**config.mk**
```make
export PLATFORM = sky130hd
export DESIGN_NAME = stream_demux
export DESIGN_NICKNAME = d
export VERILOG_FILES = /design/src/rtl/stream_demux_pkg.sv /design/src/rtl/stream_demux_slot.sv /design/src/rtl/stream_demux.sv
export SDC_FILE = /design/constraint.sdc
export NUM_CORES = 1
export LEC_CHECK = 0
export CAP_MARGIN = 20
export CORE_UTILIZATION = 40
export CTS_BUF_LIST = sky130_fd_sc_hd__clkbuf_16
export DETAILED_ROUTE_END_ITERATION = 6
export GPL_TIMING_DRIVEN = 1
export PLACE_DENSITY = 0.74
export SETUP_SLACK_MARGIN = 0.02
export SYNTH_ARGS = -nofsm -noshare
export SYNTH_HDL_FRONTEND = slang
export SYNTH_SLANG_ARGS = --single-unit
```
**constraint.sdc**
```tcl
create_clock -name clk -period 2.9 [get_ports clk]
set_input_delay 0.435 -clock clk [delete_from_list [all_inputs] [get_ports clk]]
set_output_delay 0.435 -clock clk [all_outputs]
set_load 0.01 [all_outputs]
```
**src/rtl/stream_demux_pkg.sv**
```systemverilog
// -----------------------------------------------------------------------------
// stream_demux_pkg
// Shared definitions for the buffered 1-to-2 stream demultiplexer.
//   SEL_OUT1 / SEL_OUT2 : in_sel encodings. These match the sense of the
//                         datapath 2:1 mux select.
//   SLOT_WIDTH          : default word width that slot_t is built on.
//   slot_t              : one buffered output entry (valid flag plus word).
// -----------------------------------------------------------------------------
`timescale 1ns/1ps

package stream_demux_pkg;

    localparam logic SEL_OUT1 = 1'b0;
    localparam logic SEL_OUT2 = 1'b1;

    localparam int SLOT_WIDTH = 32;

    typedef struct packed {
        logic                  valid;
        logic [SLOT_WIDTH-1:0] data;
    } slot_t;

endpackage

```
**src/rtl/stream_demux_slot.sv**
```systemverilog
// -----------------------------------------------------------------------------
// demux_slot
// A one-entry registered output slot for stream_demux. It holds a single word
// and presents it to a consumer through a valid/ready handshake.
// Ports:
//   clk      in   1      rising-edge clock
//   rst_n    in   1      asynchronous active-low reset
//   load     in   1      capture data_in this cycle (already qualified)
//   data_in  in   WIDTH  word to capture
//   ready    in   1      consumer takes the held word
//   valid    out  1      slot holds a word
//   data     out  WIDTH  held word
//   can_load out  1      slot can take a new word this cycle
// -----------------------------------------------------------------------------
`timescale 1ns/1ps

module demux_slot
    import stream_demux_pkg::*;
#(
    parameter int WIDTH = SLOT_WIDTH
) (
    input  logic             clk,
    input  logic             rst_n,
    input  logic             load,
    input  logic [WIDTH-1:0] data_in,
    input  logic             ready,
    output logic             valid,
    output logic [WIDTH-1:0] data,
    output logic             can_load
);

    // The slot can take a word when it is empty or when its word leaves on
    // this same edge. This is what allows a full rate of one word per cycle.
    assign can_load = !valid || ready;

    // Load has priority over drain. When both happen on the same edge, the
    // new word replaces the departing one and valid stays high. A plain drain
    // clears valid but keeps the data, so the output does not toggle for no
    // reason.
    always_ff @(posedge clk or negedge rst_n) begin
        if (!rst_n) begin
            valid <= 1'b0;
            data  <= '0;
        end else if (load) begin
            valid <= 1'b1;
            data  <= data_in;
        end else if (valid && ready) begin
            valid <= 1'b0;
        end
    end

endmodule

```
**src/rtl/stream_demux.sv**
```systemverilog
// -----------------------------------------------------------------------------
// stream_demux
// Buffered 1-to-2 demultiplexer. It steers one valid/ready word stream to one
// of two consumers. Each output has its own one-entry registered slot, so
// back-pressure on one output never blocks words headed for the other.
// The optional per-output accept counters are enabled by defining the macro
// STREAM_DEMUX_CNT_EN.
// Ports:
//   clk        in   1      rising-edge clock
//   rst_n      in   1      asynchronous active-low reset
//   cnt_clr    in   1      synchronous clear of cnt1/cnt2 (STREAM_DEMUX_CNT_EN)
//   cnt1/cnt2  out  CNT_W  words accepted for out1/out2 (STREAM_DEMUX_CNT_EN)
//   in_data    in   WIDTH  input word
//   in_sel     in   1      0 -> out1, 1 -> out2
//   in_valid   in   1      input word present
//   in_ready   out  1      word is accepted this cycle
//   outN_data  out  WIDTH  slot N word
//   outN_valid out  1      slot N holds a word
//   outN_ready in   1      consumer N takes the word
// -----------------------------------------------------------------------------
`timescale 1ns/1ps

module stream_demux
    import stream_demux_pkg::*;
#(
    parameter int WIDTH = 32,
    parameter int CNT_W = 16
) (
    input  logic             clk,
    input  logic             rst_n,
`ifdef STREAM_DEMUX_CNT_EN
    input  logic             cnt_clr,
    output logic [CNT_W-1:0] cnt1,
    output logic [CNT_W-1:0] cnt2,
`endif
    input  logic [WIDTH-1:0] in_data,
    input  logic             in_sel,
    input  logic             in_valid,
    output logic             in_ready,
    output logic [WIDTH-1:0] out1_data,
    output logic             out1_valid,
    input  logic             out1_ready,
    output logic [WIDTH-1:0] out2_data,
    output logic             out2_valid,
    input  logic             out2_ready
);

    logic can_load1;
    logic can_load2;
    logic load1;
    logic load2;

    // Reject unusable counter widths at elaboration time.
    if (CNT_W < 1) begin : g_bad_cnt_w
        $error("stream_demux: CNT_W must be at least 1");
    end

    // in_ready depends only on the selected slot. in_valid is deliberately
    // left out, so there is no combinational loop back to a producer that
    // waits for ready before raising valid.
    assign in_ready = (in_sel == SEL_OUT2) ? can_load2 : can_load1;

    assign load1 = in_valid && in_ready && (in_sel == SEL_OUT1);
    assign load2 = in_valid && in_ready && (in_sel == SEL_OUT2);

    demux_slot #(.WIDTH(WIDTH)) u_slot1 (
        .clk      (clk),
        .rst_n    (rst_n),
        .load     (load1),
        .data_in  (in_data),
        .ready    (out1_ready),
        .valid    (out1_valid),
        .data     (out1_data),
        .can_load (can_load1)
    );

    demux_slot #(.WIDTH(WIDTH)) u_slot2 (
        .clk      (clk),
        .rst_n    (rst_n),
        .load     (load2),
        .data_in  (in_data),
        .ready    (out2_ready),
        .valid    (out2_valid),
        .data     (out2_data),
        .can_load (can_load2)
    );

`ifdef STREAM_DEMUX_CNT_EN
    // Each counter counts the accepts routed to its output and wraps freely.
    // A clear wins over an increment on the same edge, so software sees zero
    // right after a clear.
    always_ff @(posedge clk or negedge rst_n) begin
        if (!rst_n) begin
            cnt1 <= '0;
            cnt2 <= '0;
        end else if (cnt_clr) begin
            cnt1 <= '0;
            cnt2 <= '0;
        end else begin
            if (load1) cnt1 <= cnt1 + CNT_W'(1);
            if (load2) cnt2 <= cnt2 + CNT_W'(1);
        end
    end
`endif

endmodule
```
==> key figures <==
Worst setup path
  • Worst path required time: 2470 ps
  • Buffers & Inverters on Critical Path: 2
  • Critical-path top delay cell: clkdlybuf4s50_1
  • Largest delay share family, worst path: buffers and inverters
  • CP max FO: 3
  • CP cell instances: clkdlybuf4s50_1 -> nand2b_2 -> nor2_1 -> a21oi_1 -> clkdlybuf4s50_1
  • CP endpoint kind: primary output
  • Critical Path Source Type: input port
  • CP max stage delay: about 550 ps
  • Worst Path Arrival: 1740 ps
  • Most common cell type on the critical path: clkdlybuf4s50_1
  • CP Class: in2out

Die
  • IO Pins: 105
  • Die Span Y: 83.7 µm
  • Die width: between 80 and 90 µm
  • Die ar.: 7010 µm²
  • Rows: 29
  • Core area: 6390 µm²
  • Initial Utilization: 0.418

Route
  • Antenna-violating nets left: 0
  • Starting DRT DRC Count: 32
  • Routed wire length: 5210 µm
  • # DRC: 0
  • Drt via density: 4.79
  • Metal-1 WL: ~2400 µm
  • Routed WL per cell: 15.4 µm
  • Max layer used: met4
  • Met3 wire len: 471 µm
  • DRT Pass-1 Iters: 4
  • Metal2 WL: 2300 µm
  • Via count: 1624

Timing
  • Final Max Slew Viols: 0
  • Max frequency: approximately 460 MHz
  • Fin Clk Skew: ~3.7 ps
  • Final setup violating endpoints: 0
  • Tmin final: 2180 ps
  • Fin crit share: 0.751
  • Max-Slew Margin vs Limit: 0.499
  • Fin. Hold Viols: 0
  • Setup TNS: 0 ps
  • Worst Setup Slack, final: 721 ps
  • Least-Margin Pin Slew: 752 ps
  • RSZ-0062 raised after global routing: false

Placement
  • Routability-driven placement congestion ratio: 0.705
  • Post-DP HPWL: 3540 µm
  • # port buffers: between 100 and 150
  • Dpl ws: 704 ps

Finish
  • Area delta synth->final: 52.0%
  • Final nets: 295
  • Number of diodes: 0
  • Layout cells sized above 1: 0.328
  • Commonest non-fill, non-tap cell in the layout: clkdlybuf4s50_1
  • Most frequent cells in the layout: 103 x clkdlybuf4s50_1, 66 x dfrtp_1, 34 x mux2_2, 30 x mux2_4, 9 x clkbuf_16

Min path
  • Min-Delay Path Class: in2async

Global route
  • Number of global-route vias before repair: 1716
  • Initial antenna violation count: 0
  • GRT Total Usage: 0.161
  • Gr ovfl total: 0
  • Largest net degree at the start of global routing: 35
  • First-pass GRT wire length: 8630 µm

Power and ir drop
  • Switching fraction of total power: 0.235
  • Psw: 715 µW
  • Power, Total: roughly 3.1 mW
  • Int Power: 2.34 mW
  • Reg power frac: 0.386
  • VDD IR max: about 500 µV
  • Pleak: roughly 1.8 nW
  • Power share of the clock group: 0.366
  • Logic pwr share: 0.248
  • PwrDens: 751 nW/µm²

Clocking
  • Clock-pin transition on the worst setup and hold timing paths: approximately 50 ps
  • Clock sink total: 66
  • Hold buffer count at CTS: 0
  • Clk_lat worst skew: 320 ps
  • Max clock buf depth: 2
  • Clock Root Buffer: clkbuf_16
  • Post-CTS Setup Inserts: 0
  • Resize count post-CTS: 0
  • CTS tree: done
  • H-Tree Depth: 3
  • CTS buffer count: 9

Yosys
  • XOR/XNOR Fraction of Synth Area: 0
  • Post-synthesis register bit count: 66
  • Post-synthesis compound-gate area fraction: 0.00375
  • Largest family of logic cells by synthesized area: multiplexers
  • Netlist cell types: 15
  • Post-Syn Area: 2670 µm²
  • Synth Instances: 146
  • Synth Area in Simple Gates: 0.0300
  • Syn Area/Cell: between 15 and 20 µm²
  • Multiplexer area fraction after synthesis: 0.312
  • Synth Net Count: 184
  • Synth Warn #: 0
  • Sequential area share after synthesis: 0.618
  • Adder-cell share of the synthesized area: 0

Status
  • Outcome: finished, final reports clean

Job
  • Max cap viols: 0
cell usage after synthesis:
library cell	number	area (µm²)
buf_6	3	33.8
or2b_1	1	7.51
nand2_2	1	6.26
nand3b_4	1	20.0
inv_1	1	3.75
nand2b_2	1	8.76
nor2b_4	1	13.8
mux2_2	34	383
buf_12	3	60.1
o21ai_0	1	5.00
dfrtp_1	66	1650
nor2_8	1	20.0
nor2_1	1	3.75
a21oi_1	1	5.00
mux2_4	30	450
path summary, 6_finish.rpt:
| check | from | endpoint | slack [ps] | cells after the start |
|---|---|---|---|---|
| worst min-delay path | rst_n | u_slot2.data[1] | 180 | 1 |
| min in group clk | u_slot1.data[28] | u_slot1.data[28] | 500 | 1 |
| max in group asynchronous | rst_n | u_slot2.data[2] | 2090 | 2 |
| worst min register to register | u_slot1.data[28] | u_slot1.data[28] | 500 | 1 |
| worst max register to register | u_slot2.valid | u_slot2.data[3] | 1370 | 4 |
| worst max-delay path | out1_ready | in_ready | 720 | 5 |
power groups by stage:
| stage | Sequential [mW] | Clock [mW] | Combinational, mW |
|---|---|---|---|
| finish | 1.18 | 1.12 | 0.756 |
| global route | 1.20 | 1.19 | 0.801 |
| CTS | 1.18 | 1.15 | 0.767 |
| detailed placement | 1.19 | 0 | 0.765 |
| global placement | 1.19 | 0 | 0.755 |
| floorplan | 1.26 | 0 | 0.244 |
cell type report:
type | count | area (µm²)
Clock inverter | 7 | 86.3
Tap cell | 77 | 96.3
Inverter | 1 | 3.75
Sequential cell | 66 | 1650
Fill cell | 477 | 2320
Timing Repair Buffer | 106 | 1080
Clock buffer | 9 | 225
Multi-Input combinational cell | 73 | 923
cell families (layout without fill, tap and decap cells):
group	Yosys count	count (layout)
AOI/OAI and AO/OA	2	2
buffers and inverters	7	123
DFF	66	66
muxes	64	64
and+or+nand+nor	7	7
registers in the layout, indices dropped and copies added, names as in the netlist:
name           cells
u_slot1.data      32
u_slot2.data      32
u_slot1.valid      1
u_slot2.valid      1
routing by layer:
| layer | vias up | GRT usage |
|---|---|---|
| met1 | 806 | 0.203 |
| met2 | 72 | 0.240 |
| met4 | 0 | 0.0555 |
| met3 | 11 | 0.0811 |
| met5 | - | 0 |
| li1 | 735 | - |
metrics by stage:
step | hold WS [ps] | util | area, µm² | cells
after floorplan | 139 | - | 2670 | 146
after global placement | 487 | 0.587 | 3750 | 323
after detailed placement | 492 | 0.587 | 3750 | 323
after CTS | 195 | 0.636 | 4060 | 339
after global routing | 243 | 0.636 | 4060 | 339
final | 182 | 0.636 | 4060 | 339
No activity file was read; power rests on OpenSTA's default activity.
